<file path="config.mk">
export PLATFORM = sky130hd
export DESIGN_NAME = w_controller
export DESIGN_NICKNAME = d
export VERILOG_FILES = /design/src/rtl/w_controller.sv
export SDC_FILE = /design/constraint.sdc
export NUM_CORES = 1
export LEC_CHECK = 0
export BUFFER_PORTS_ARGS = -buffer_cell sky130_fd_sc_hd__buf_2
export CAP_MARGIN = 20
export CELL_PAD_IN_SITES_DETAIL_PLACEMENT = 1
export CELL_PAD_IN_SITES_GLOBAL_PLACEMENT = 2
export CORE_AREA = 2 2 44 62
export DETAILED_ROUTE_END_ITERATION = 8
export DIE_AREA = 0 0 46 64
export PLACE_DENSITY_LB_ADDON = 0.15
export SETUP_SLACK_MARGIN = 0.15
export SYNTH_ARGS = -nofsm -noshare
export SYNTH_HDL_FRONTEND = slang
export SYNTH_SLANG_ARGS = --single-unit
</file>
<file path="constraint.sdc">
create_clock -name clk -period 1.5 [get_ports clk]
set_input_delay 0.225 -clock clk [delete_from_list [all_inputs] [get_ports clk]]
set_output_delay 0.225 -clock clk [all_outputs]
set_load 0.01 [all_outputs]
</file>
<file path="src/rtl/w_controller.sv">
// Write-side FIFO handshake controller: captures a producer word through
// write_en/ready, commits it with a one-cycle ld1 strobe and advances wr_ptr.
module w_controller #(
    parameter int DATA_W = 8,
    parameter int ADDR_W = 3
) (
    input  logic              clk,
    input  logic              rst,
    input  logic              write_en,
    input  logic              full,
    input  logic [DATA_W-1:0] din,
    output logic              ready,
    output logic              ld1,
    output logic [ADDR_W-1:0] wr_addr,
    output logic [DATA_W-1:0] wr_data,
    output logic [ADDR_W:0]   wr_ptr
);

    typedef enum logic [1:0] {
        IDLE  = 2'b00,
        HS    = 2'b01,
        WRITE = 2'b10,
        STALL = 2'b11
    } state_t;

    state_t state, next_state;

    always_ff @(posedge clk or posedge rst) begin
        if (rst) begin
            state <= IDLE;
        end else begin
            state <= next_state;
        end
    end

    always_comb begin
        next_state = IDLE;
        ready      = 1'b0;
        ld1        = 1'b0;
        case (state)
            IDLE: begin
                if (write_en && !full) begin
                    next_state = HS;
                end else begin
                    next_state = IDLE;
                end
            end
            HS: begin
                ready = 1'b1;
                if (write_en) begin
                    next_state = HS;
                end else if (full) begin
                    next_state = STALL;
                end else begin
                    next_state = WRITE;
                end
            end
            WRITE: begin
                ld1        = 1'b1;
                next_state = IDLE;
            end
            STALL: begin
                if (!full) begin
                    next_state = WRITE;
                end else begin
                    next_state = STALL;
                end
            end
            default: begin
                next_state = IDLE;
            end
        endcase
    end

    // Sampling on every HS edge leaves the last handshake-cycle value in place.
    always_ff @(posedge clk or posedge rst) begin
        if (rst) begin
            wr_data <= '0;
        end else if (state == HS) begin
            wr_data <= din;
        end
    end

    always_ff @(posedge clk or posedge rst) begin
        if (rst) begin
            wr_ptr <= '0;
        end else if (state == WRITE) begin
            wr_ptr <= wr_ptr + 1'b1;
        end
    end

    assign wr_addr = wr_ptr[ADDR_W-1:0];

endmodule

</file>
==> results by stage <==
Detailed routing:
- In the routed layout, each cell is associated on average with a via count of 4.17.
- The remaining number of nets flagged by the antenna check after routing is 0.
- The number of DRC violations after detailed-routing iteration 0 is 4.
- After detailed routing, the total wire length is 1140 um.
- Summing over every cut layer, the via total after detailed routing is 409.
- The total DRC errors in the routed layout is 0.
- The number of optimization iterations in the first detailed-route pass is 2.
- Dividing the detail-routed wire length by the instance count gives 11.6 um.

Setup path:
- The largest fanout on the critical path is 4.
- The number of buffers and inverters on the critical path is 2.
- The biggest cell delay along the critical path is 0.44 ns.
- Walking the worst path, the cells encountered are nor2b_1, buf_4, buf_2.
- The worst-path cell with the longest stage delay is sky130_fd_sc_hd__dfrtp_2.
- The worst setup path is launched from a flop.
- The largest delay contributor family on the critical path is flip-flops.
- The type of the setup path with the least slack is reg -> out.
- Data on the critical path arrives at its endpoint at 1.09 ns.
- Counting cells, the worst reg-to-reg path comes to 4.
- STA puts the critical path data required time at 1.27 ns.
- The type of destination of the critical path is an output port.
- The critical path runs through a total of 3 cells.

Min path:
- The class of the worst hold path is in -> async.

Layout:
- After routing the design area is 851 sq um.
- The proportion of layout cells with a drive suffix above 1 is 68.0%.
- The fraction of the core area covered by cells at the end of the flow is 36.0%.
- The number of diodes is 0.
- The number of nets at the end of the flow is 90.
- The area growth from synthesis to layout is 32.3%.

Clock tree:
- CTS saw 14 sinks.
- Clock-pin slew was measured on the worst setup and hold paths at 0.08 ns.
- The maximum level of the CTS H-tree is 1.
- In this run the clock root is driven by a sky130_fd_sc_hd__clkbuf_4.
- TritonCTS built the clock tree.
- The number of buffers inserted by hold repair at cts is 0.
- In this run, CTS created clock tree buffers numbering 3.
- The later pin in the worst-skew pair is clocked with a latency of 0.27 ns.
- In this run the deepest clock path goes through 2 buffers.

Global route:
- The met2 global-route usage is 11.5%.
- The maximum number of pins on one net before global-route repair is 15.
- In the global route stage, met3 resource usage came out at 2.82%.
- The met1 track utilization from global routing is 11.1%.
- The number of global-route vias before repair is 388.
- The number of antenna violations at the first check in global routing is 0.
- For this run, the total global-route usage over all layers was measured as 8.13%.
- Summed over all layers, the global routing overflow is 0.
- The first-pass GRT wire length is 1730 um.
- The layer flagged by global routing as most heavily used is met2.

Run status:
- The flow ran to the end, but the final reports show violations.
- The checks that failed: hold timing.

Yosys:
- The dominant cell by count in the synthesized netlist is sky130_fd_sc_hd__dfrtp_1.
- The synthesized netlist net count is 55.
- The mean area per synthesized cell is 15.3 sq um.
- The flip-flop and latch count after synthesis is 14.
- The total standard cell area after synthesis is 643 sq um.
- For this run, the register share of the synthesized area comes to 54.5%.
- Synthesis produced a netlist whose cell count is 42.
- The main flop type after synthesis is sky130_fd_sc_hd__dfrtp_1.
- In the synthesized netlist, the cells that appear most often are sky130_fd_sc_hd__dfrtp_1, sky130_fd_sc_hd__mux2_4, sky130_fd_sc_hd__buf_4.
- Yosys attributes the largest share of cell area to sky130_fd_sc_hd__dfrtp_1, sky130_fd_sc_hd__mux2_4, sky130_fd_sc_hd__buf_4, sky130_fd_sc_hd__buf_6, sky130_fd_sc_hd__nand4_4.
- The biggest area contributor in the post-synthesis netlist is sky130_fd_sc_hd__dfrtp_1.
- The proportion of register bits with asynchronous set or reset after synthesis is 100%.
- For this run, the number of Yosys warnings is 0.
- The number of enable flip-flop cells after synthesis is 0.
- The netlist uses 15 different library cells.
- The share of synthesized area in the top cell type comes to 54.5%.

Timing:
- The clock arrives with 0.00349 ns of skew.
- The number of failing hold endpoints at the final stage was 14.
- The post-layout minimum cycle time is 1.31 ns.
- Timing would allow up to 0.763 GHz.
- The worst max-slew margin expressed relative to the limit is 64.2%.
- The sum of negative setup slack is 0 ns.
- Setup repair after global routing could not meet its margin everywhere.
- Of the available clock period, the critical path in the final layout requires 87.3%.
- Final hold analysis gives a worst-case slack of -0.0171 ns.
- The final max-slew violation count is 0.
- The count of final setup violators is 0.
- At the pin with the least slew margin, the transition time is 0.536 ns.

Power and ir drop:
- The worst-case IR drop observed on VDD is 0.514 mV.
- The static power due to leakage is 0.465 nW.
- The total power per unit cell area is 1560 nW/um^2.

Die:
- Measured along the y axis, the die boundary spans 64 um.
- The total core area is 2360 sq um.
- The floorplan row count is 21.
- Measured along the x axis, the die boundary spans 46 um.
- The starting density of the core is 27.2%.
- In this run the count of I/O pins placed on the die edge is 29.
- The die outline area is 2940 sq um.

Placed design:
- The number of input and output port buffers inserted is 28.
- In this run the cell area measured after placement is 774 sq um.
- Routability-driven placement finished with a final weighted congestion of 0.588.

Job:
- The max-capacitance violation count is 0.
-- worst register-to-register path: stages, from the launching register on --
cell and delay [ns]:
sky130_fd_sc_hd__dfrtp_2 0.44, sky130_fd_sc_hd__nor2b_1 0.12, sky130_fd_sc_hd__buf_4 0.13, sky130_fd_sc_hd__buf_4 0.12
sky130_fd_sc_hd__mux2_4 0.29
-- metal layers --
metal | up-vias | wire length (um)
li1 | 202 | -
met1 | 185 | 511
met2 | 22 | 529
met3 | 0 | 98
met4 | 0 | 0
met5 | - | 0
-- stage by stage --
stage	std cells	setup WS [ns]	total power, W
4_1_cts	92	0.126	0.00133
2_1_floorplan	42	0.363	0.000972
5_1_grt	98	0.106	0.00143
6_report	98	0.190	0.00133
3_5_place_dp	89	0.170	0.00111
3_3_place_gp	89	0.181	0.00111
-- cell families after synthesis --
| group | Yosys count | synth area share, % |
|---|---|---|
| adder cells (fa/ha/maj) | 1 | 1.95 |
| buffers and inverters | 7 | 8.17 |
| AO/OA/AOI/OAI | 1 | 0.777 |
| AND/OR/NAND/NOR | 7 | 8.37 |
| multiplexers | 9 | 21.0 |
| flip-flops | 14 | 54.5 |
| XOR/XNOR | 3 | 5.25 |
-- path summary, 6_finish.rpt --
path                       slack [ns]                  start                    end
setup / recovery                 0.19     state[0]$_DFF_PP0_                    ld1
hold / removal                  -0.02                    rst  wr_ptr[3]$_DFFE_PP0P_
setup reg to reg                 0.29     state[0]$_DFF_PP0_  wr_ptr[1]$_DFFE_PP0P_
hold reg to reg                  0.49  wr_ptr[3]$_DFFE_PP0P_  wr_ptr[3]$_DFFE_PP0P_
max in group asynchronous        1.13                    rst     state[0]$_DFF_PP0_
min in group clk                 0.15                   full     state[0]$_DFF_PP0_
-- what timing repair did --
action                                  CTS  global route
endpoints found under the setup margin    1             2
setup buffers                             0             6
resized for setup                         2             1
pin swaps                                 0             0
-- registers in the layout (all words and copies together) (netlist names) --
| name | count |
|---|---|
| state | 2 |
| wr_data | 8 |
| wr_ptr | 4 |
-- power by group --
group / internal, W / switching [W]
clock: 0.0000927 / 0.000110
sequential: 0.000495 / 0.000122
combinational: 0.000298 / 0.000211
-- placed cells by master, fill, tap and decap left out --
cell type	count
sky130_fd_sc_hd__and2_1	1
sky130_fd_sc_hd__mux2_4	9
sky130_fd_sc_hd__nand2_1	2
sky130_fd_sc_hd__buf_2	28
sky130_fd_sc_hd__xnor2_2	1
sky130_fd_sc_hd__dfrtp_2	1
sky130_fd_sc_hd__dfrtp_1	13
sky130_fd_sc_hd__clkbuf_4	3
sky130_fd_sc_hd__o21ai_0	1
sky130_fd_sc_hd__xnor2_1	1
sky130_fd_sc_hd__nand2b_1	1
sky130_fd_sc_hd__nand2b_4	1
sky130_fd_sc_hd__inv_1	2
sky130_fd_sc_hd__xor2_1	1
sky130_fd_sc_hd__nand4_4	1
sky130_fd_sc_hd__nor2b_1	1
sky130_fd_sc_hd__ha_1	1
sky130_fd_sc_hd__buf_4	7
-- area by class of cell --
| type | count | area (sq um) |
|---|---|---|
| Timing Repair Buffer | 35 | 193 |
| Sequential cell | 14 | 352 |
| Tap cell | 23 | 28.8 |
| Multi-Input combinational cell | 21 | 248 |
| Inverter | 2 | 7.51 |
| Clock buffer | 3 | 22.5 |
| Fill cell | 284 | 1510 |
No activity file was read; power rests on OpenSTA's default activity.
